<file path="config.mk">
export PLATFORM = sky130hd
export DESIGN_NAME = uart_tx_arbiter
export DESIGN_NICKNAME = d
export VERILOG_FILES = /design/src/rtl/uart_tx_arbiter.sv
export SDC_FILE = /design/constraint.sdc
export NUM_CORES = 1
export LEC_CHECK = 0
export BUFFER_PORTS_ARGS = -buffer_cell sky130_fd_sc_hd__clkbuf_2
export CAP_MARGIN = 20
export CELL_PAD_IN_SITES_DETAIL_PLACEMENT = 2
export CELL_PAD_IN_SITES_GLOBAL_PLACEMENT = 2
export CORE_MARGIN = 2
export CORE_UTILIZATION = 26
export DETAILED_ROUTE_END_ITERATION = 7
export GPL_TIMING_DRIVEN = 0
export PLACE_DENSITY = 0.72
export SLEW_MARGIN = 20
export SYNTH_ARGS = -nofsm -noshare
export SYNTH_HDL_FRONTEND = slang
export SYNTH_SLANG_ARGS = --single-unit
</file>
<file path="constraint.sdc">
create_clock -name clk -period 1.96 [get_ports clk]
set_clock_uncertainty 0.1 [all_clocks]
set_input_delay 0.588 -clock clk [delete_from_list [all_inputs] [get_ports clk]]
set_output_delay 0.588 -clock clk [all_outputs]
set_load 0.02 [all_outputs]
</file>
<file path="src/rtl/uart_tx_arbiter.sv">
// Round-robin sharing of one UART transmitter between NUM_REQ byte sources,
// plus an independent receive-byte capture path that clears dataReceived.
module uart_tx_arbiter #(
    parameter int NUM_REQ        = 2,
    parameter int TIMEOUT_CYCLES = 1024
) (
    input  logic                 clk,
    input  logic                 reset,
    input  logic [NUM_REQ-1:0]   req,
    input  logic [8*NUM_REQ-1:0] req_data,
    output logic [NUM_REQ-1:0]   req_ack,
    output logic [7:0]           uart_tx_data,
    output logic                 uart_tx_request,
    input  logic                 uart_tx_active,
    input  logic                 uart_data_received,
    input  logic [7:0]           uart_rx_data,
    output logic                 uart_clear_dr,
    output logic [7:0]           rx_byte,
    output logic                 rx_valid,
    output logic                 busy,
    output logic                 timeout_err
);

    localparam int GW = $clog2(NUM_REQ);
    localparam int CW = $clog2(TIMEOUT_CYCLES);

    typedef enum logic [1:0] {IDLE, REQUEST, ACTIVE, DONE} state_t;

    state_t          state;
    logic [GW-1:0]   gnt_idx;
    logic [GW-1:0]   last_grant;
    logic [CW-1:0]   cnt;

    logic            pick_found;
    logic [GW-1:0]   pick_idx;
    logic [GW-1:0]   cand;
    logic [7:0]      pick_data;

    // Search upward from the requester after the last one served, wrapping around.
    always_comb begin
        pick_found = 1'b0;
        pick_idx   = '0;
        cand       = '0;
        for (int k = 1; k <= NUM_REQ; k++) begin
            cand = GW'((int'(last_grant) + k) % NUM_REQ);
            if (!pick_found && req[cand]) begin
                pick_found = 1'b1;
                pick_idx   = cand;
            end
        end
    end

    always_comb begin
        pick_data = '0;
        for (int i = 0; i < NUM_REQ; i++) begin
            if (GW'(i) == pick_idx) pick_data = req_data[8*i +: 8];
        end
    end

    always_ff @(posedge clk) begin
        if (!reset) begin
            state           <= IDLE;
            gnt_idx         <= '0;
            last_grant      <= GW'(NUM_REQ - 1);
            cnt             <= '0;
            uart_tx_data    <= '0;
            uart_tx_request <= 1'b0;
            req_ack         <= '0;
            busy            <= 1'b0;
            timeout_err     <= 1'b0;
        end else begin
            req_ack     <= '0;
            timeout_err <= 1'b0;
            case (state)
                IDLE: begin
                    if (pick_found) begin
                        gnt_idx         <= pick_idx;
                        uart_tx_data    <= pick_data;
                        uart_tx_request <= 1'b1;
                        cnt             <= '0;
                        busy            <= 1'b1;
                        state           <= REQUEST;
                    end
                end
                REQUEST: begin
                    if (uart_tx_active) begin
                        uart_tx_request <= 1'b0;
                        state           <= ACTIVE;
                    end else if (cnt == CW'(TIMEOUT_CYCLES - 1)) begin
                        // Abort: the requester gets no ack and loses its turn.
                        uart_tx_request <= 1'b0;
                        timeout_err     <= 1'b1;
                        last_grant      <= gnt_idx;
                        busy            <= 1'b0;
                        state           <= IDLE;
                    end else begin
                        cnt <= cnt + CW'(1);
                    end
                end
                ACTIVE: begin
                    if (!uart_tx_active) begin
                        req_ack <= NUM_REQ'(1) << gnt_idx;
                        state   <= DONE;
                    end
                end
                DONE: begin
                    last_grant <= gnt_idx;
                    busy       <= 1'b0;
                    state      <= IDLE;
                end
            endcase
        end
    end

    // Receive side: one capture per dataReceived assertion, held off by clearDR.
    always_ff @(posedge clk) begin
        if (!reset) begin
            rx_byte       <= '0;
            rx_valid      <= 1'b0;
            uart_clear_dr <= 1'b0;
        end else begin
            rx_valid <= 1'b0;
            if (uart_data_received && !uart_clear_dr) begin
                rx_byte       <= uart_rx_data;
                rx_valid      <= 1'b1;
                uart_clear_dr <= 1'b1;
            end else if (uart_clear_dr && !uart_data_received) begin
                uart_clear_dr <= 1'b0;
            end
        end
    end

endmodule

</file>
==> results.txt <==
----------------------------------------------------
[Timing]
  Post-Route Setup TNS ... 0 ns
  Min setup slack post-route ... 0.0561 ns
  Final number of max-transition violations ... 0
  Final Hold Fails ... 0
  Highest attainable clock frequency ... 525 MHz
  Final cycle utilization of the critical path ... 97.1%
  Unrepaired setup endpoints after global routing ... false
  Worst-margin pin slew ... 0.681 ns
  Number of setup violations in the final report ... 0
  Relative slew margins ... 54.6%
  Final critical path time including I/O delays and setup ... 1.90 ns

[Synthesis]
  Mean instance size in the synthesized netlist ... 9.21 um2
  Mapped Nets ... 206
  Post-synth top flop ... sky130_fd_sc_hd__dfxtp_1
  Number of unique standard cell types used by synthesis ... 38
  Mapped Area ... 1600 um2
  Number of synthesized register bits ... 37
  Number of enable flip-flop cells after synthesis ... 0
  Proportion of synthesized chip area in sequential cells ... 46.2%
  Yosys warning count ... 0
  Cell count after synthesis ... 174
  Fraction of synthesis flops using an asynchronous set or reset pin ... 0%

[CTS]
  Clock latency of the later-clocked register in the worst-skew pair ... 0.29 ns
  Clock buffer count from CTS ... 5
  Buffers inserted during post-CTS setup optimization ... 0
  Clock tree from TritonCTS ... yes
  Worst-path clk slew ... 0.08 ns
  CTS Root Cell ... sky130_fd_sc_hd__clkbuf_8
  Number of buffers on the longest clock path ... 2
  Hold-fix buffers, CTS ... 0
  H-tree depth ... 2
  Number of clock sinks ... 37

[Placement]
  Pre-CTS WS ... -0.252 ns
  Buffers added on ports ... 52
  Dpl hpwl ... 3.52 mm
  Final Wtd Congestion ... 0.727
  Number of cells after detailed placement ... 301

[Cells and area]
  Fraction of final layout cells with drive strength greater than 1 ... 31.0%
  Synth-to-Final Area Change ... 28.8%
  Antenna diode count ... 0
  Commonest non-fill, non-tap cell in the layout ... sky130_fd_sc_hd__clkbuf_2
  Final-layout fill cell count ... 703
  Net total in the final layout ... 264
  Commonest non-fill, non-tap cells in the layout ... sky130_fd_sc_hd__clkbuf_2, sky130_fd_sc_hd__dfxtp_1, sky130_fd_sc_hd__nor2_1
  Final Instance Count excl. Fillers ... 307

[Floorplanning]
  Area of the core region ... 5960 um2
  I/O pin cnt ... 53
  Std-Cell Rows ... 28
  Die area ... 6810 um2
  Starting density of the core ... 26.9%
  Horiz. Die Dim ... 82.5 um
  Y dimension of the die ... 82.5 um

[Global routing]
  Overall global routing resource usage ... 14.2%
  Number of global-route vias before repair ... 1487
  Global route overflow ... 0
  Global-route wire length before repair ... 7.29 mm
  Pin count of the biggest net entering global routing ... 12
  Initial antenna violation count ... 0

[Setup path]
  Launch instance of the worst register-to-register path ... state[0]
  CP max stage delay ... 0.37 ns
  Master of the slowest instance on the critical path ... sky130_fd_sc_hd__or3b_1
  Worst reg2reg path depth ... 6
  Worst-case register-to-register setup slack ... 0.08 ns
  Sequence of cells on the critical path ... clkbuf_2 -> or3b_1 -> buf_6 -> a31o_4 -> buf_6 -> or3_1 -> a21oi_1
  Crit path arrival time ... 2.03 ns
  Required time reported for the critical path endpoint ... 2.08 ns
  Startpoint class of the critical path ... input pin
  End of the worst register-to-register path ... cnt[2]
  Setup crit end kind ... flip-flop
  Critical path type ... in2reg
  Max Fanout on Critical Path ... 10
  Most repeated library cell on the critical path ... sky130_fd_sc_hd__buf_6

[Pwr]
  Switching Fraction ... 28.1%
  Total leakage power ... 0.000867 uW
  Share of total power in combinational logic ... 17.7%
  Sequential share of power ... 46.4%
  Total power divided by cell area ... 871 nW/um2
  Net load switching power ... 505 uW
  Clock network fraction of total power ... 35.9%
  Peak supply drop ... 0.000238 V
  Cell-internal power ... 1290 uW
  Post-layout total power ... 1800 uW

[Drt]
  Via count ... 1532
  Vias per Instance ... 4.99
  DR DRC count ... 0
  Routed Wire Length ... 4.61 mm
  Number of detailed-routing iterations run before antenna repair ... 4
  DRC marker count from the first detailed-route iteration ... 23
  Post-DR wirelength/cell ... 15.0 um
  ANT nets after route ... 0

[Status]
  Result of the run ... complete, no violations

[Min path]
  Worst hold endpoint ... busy
  Hold Crit Class ... reg2reg
  Cell count of the worst hold path ... 2
  Worst Hold Launch ... busy

[Job]
  Max-cap violation count ... 0

----------------------------------------------------
## routing by layer
layer / GRT usage (%) / up-vias / part of all wire (%)
li1: - / 742 / -
met1: 18.2 / 747 / 46
met2: 23.2 / 36 / 48
met3: 3.48 / 7 / 4.3
met4: 4.92 / 0 / 1.4
met5: 0 / - / 0
## power by group through the flow
stage	Combinational (uW)	Sequential, uW	Clock [uW]
after floorplan	147	896	0
after global placement	314	849	0
after detailed placement	323	850	0
after CTS	326	833	667
after global routing	354	841	699
final	318	834	646
## flip-flops by register name (all words and copies together), names as in the netlist, named ones only
register         count
busy                 1
rx_byte              8
timeout_err          1
gnt_idx              1
uart_tx_data         8
req_ack              2
uart_clear_dr        1
last_grant           1
state                1
rx_valid             1
uart_tx_request      1
cnt                 10
## cells by family (layout without fill, tap and decap cells)
logic type,count (synthesis),after routing,share of synthesized area (%)
AOI/OAI and AO/OA,42,42,17.9
xor gates and xnor gates,1,1,0.547
adders and majority gates,2,2,1.56
buffers and inverters,16,74,4.68
DFF,37,37,46.2
muxes,17,17,10.6
and+or+nand+nor,59,59,18.5
## area by class of cell
| class | count | area, um2 | area share [%] |
|---|---|---|---|
| multi-input cells | 121 | 790 | 38.2 |
| repair buffers | 52 | 260 | 12.6 |
| flip-flops and latches | 37 | 744 | 36.1 |
| clock inverters | 2 | 35.0 | 1.70 |
| well taps | 75 | 93.8 | 4.55 |
| plain buffers | 9 | 50.0 | 2.42 |
| clock buffers | 5 | 68.8 | 3.33 |
| inverters | 6 | 22.5 | 1.09 |
## through the flow
stage / util (%) / hold WS (ns) / area, um2
2_1_floorplan: - / 0.336 / 1600
3_3_place_gp: 32.9 / 0.369 / 1960
3_5_place_dp: 32.9 / 0.378 / 1960
4_1_cts: 34.6 / 0.392 / 2060
5_1_grt: 34.7 / 0.402 / 2060
6_report: 34.7 / 0.386 / 2060
## cells in the mapped netlist (all sizes together), types with 2 or more instances
master / instances / share of area, %
a211oi: 8 / 3.7
mux2i: 17 / 11
nand2: 9 / 2.1
or3: 5 / 2.1
dfxtp: 37 / 46
a21oi: 9 / 2.8
a31oi: 4 / 1.6
nand3: 10 / 3.1
clkbuf: 7 / 1.6
buf: 3 / 1.6
and4: 4 / 2.2
and3: 2 / 0.78
nor2: 21 / 4.9
inv: 6 / 1.4
nor3: 2 / 0.62
ha: 2 / 1.6
o21ai: 10 / 3.1
o211ai: 2 / 0.94
## critical path, delay by kind of cell
family	cells	cell delay, ns
and+or+nand+nor	2	0.69
buffers and inverters	3	0.40
AOI/OAI and AO/OA	2	0.35
## worst max-delay path by stage
stage | depth (start not counted) | end | start | slack (ns)
after floorplan | 6 | cnt[2] | uart_tx_active | -0.01
after global placement | 7 | cnt[2] | uart_tx_active | -0.22
after detailed placement | 7 | cnt[2] | uart_tx_active | -0.25
after CTS | 6 | cnt[2] | state[0] | 0.007
after global routing | 7 | cnt[2] | uart_tx_active | 0.008
final | 7 | cnt[2] | uart_tx_active | 0.06
## repair_timing
item / CTS / global route
endpoints found under the setup margin: 1 / 2
resized for setup: 1 / 4
gates cloned: 0 / 0
Note: power is estimated with default switching activity, not from simulation.
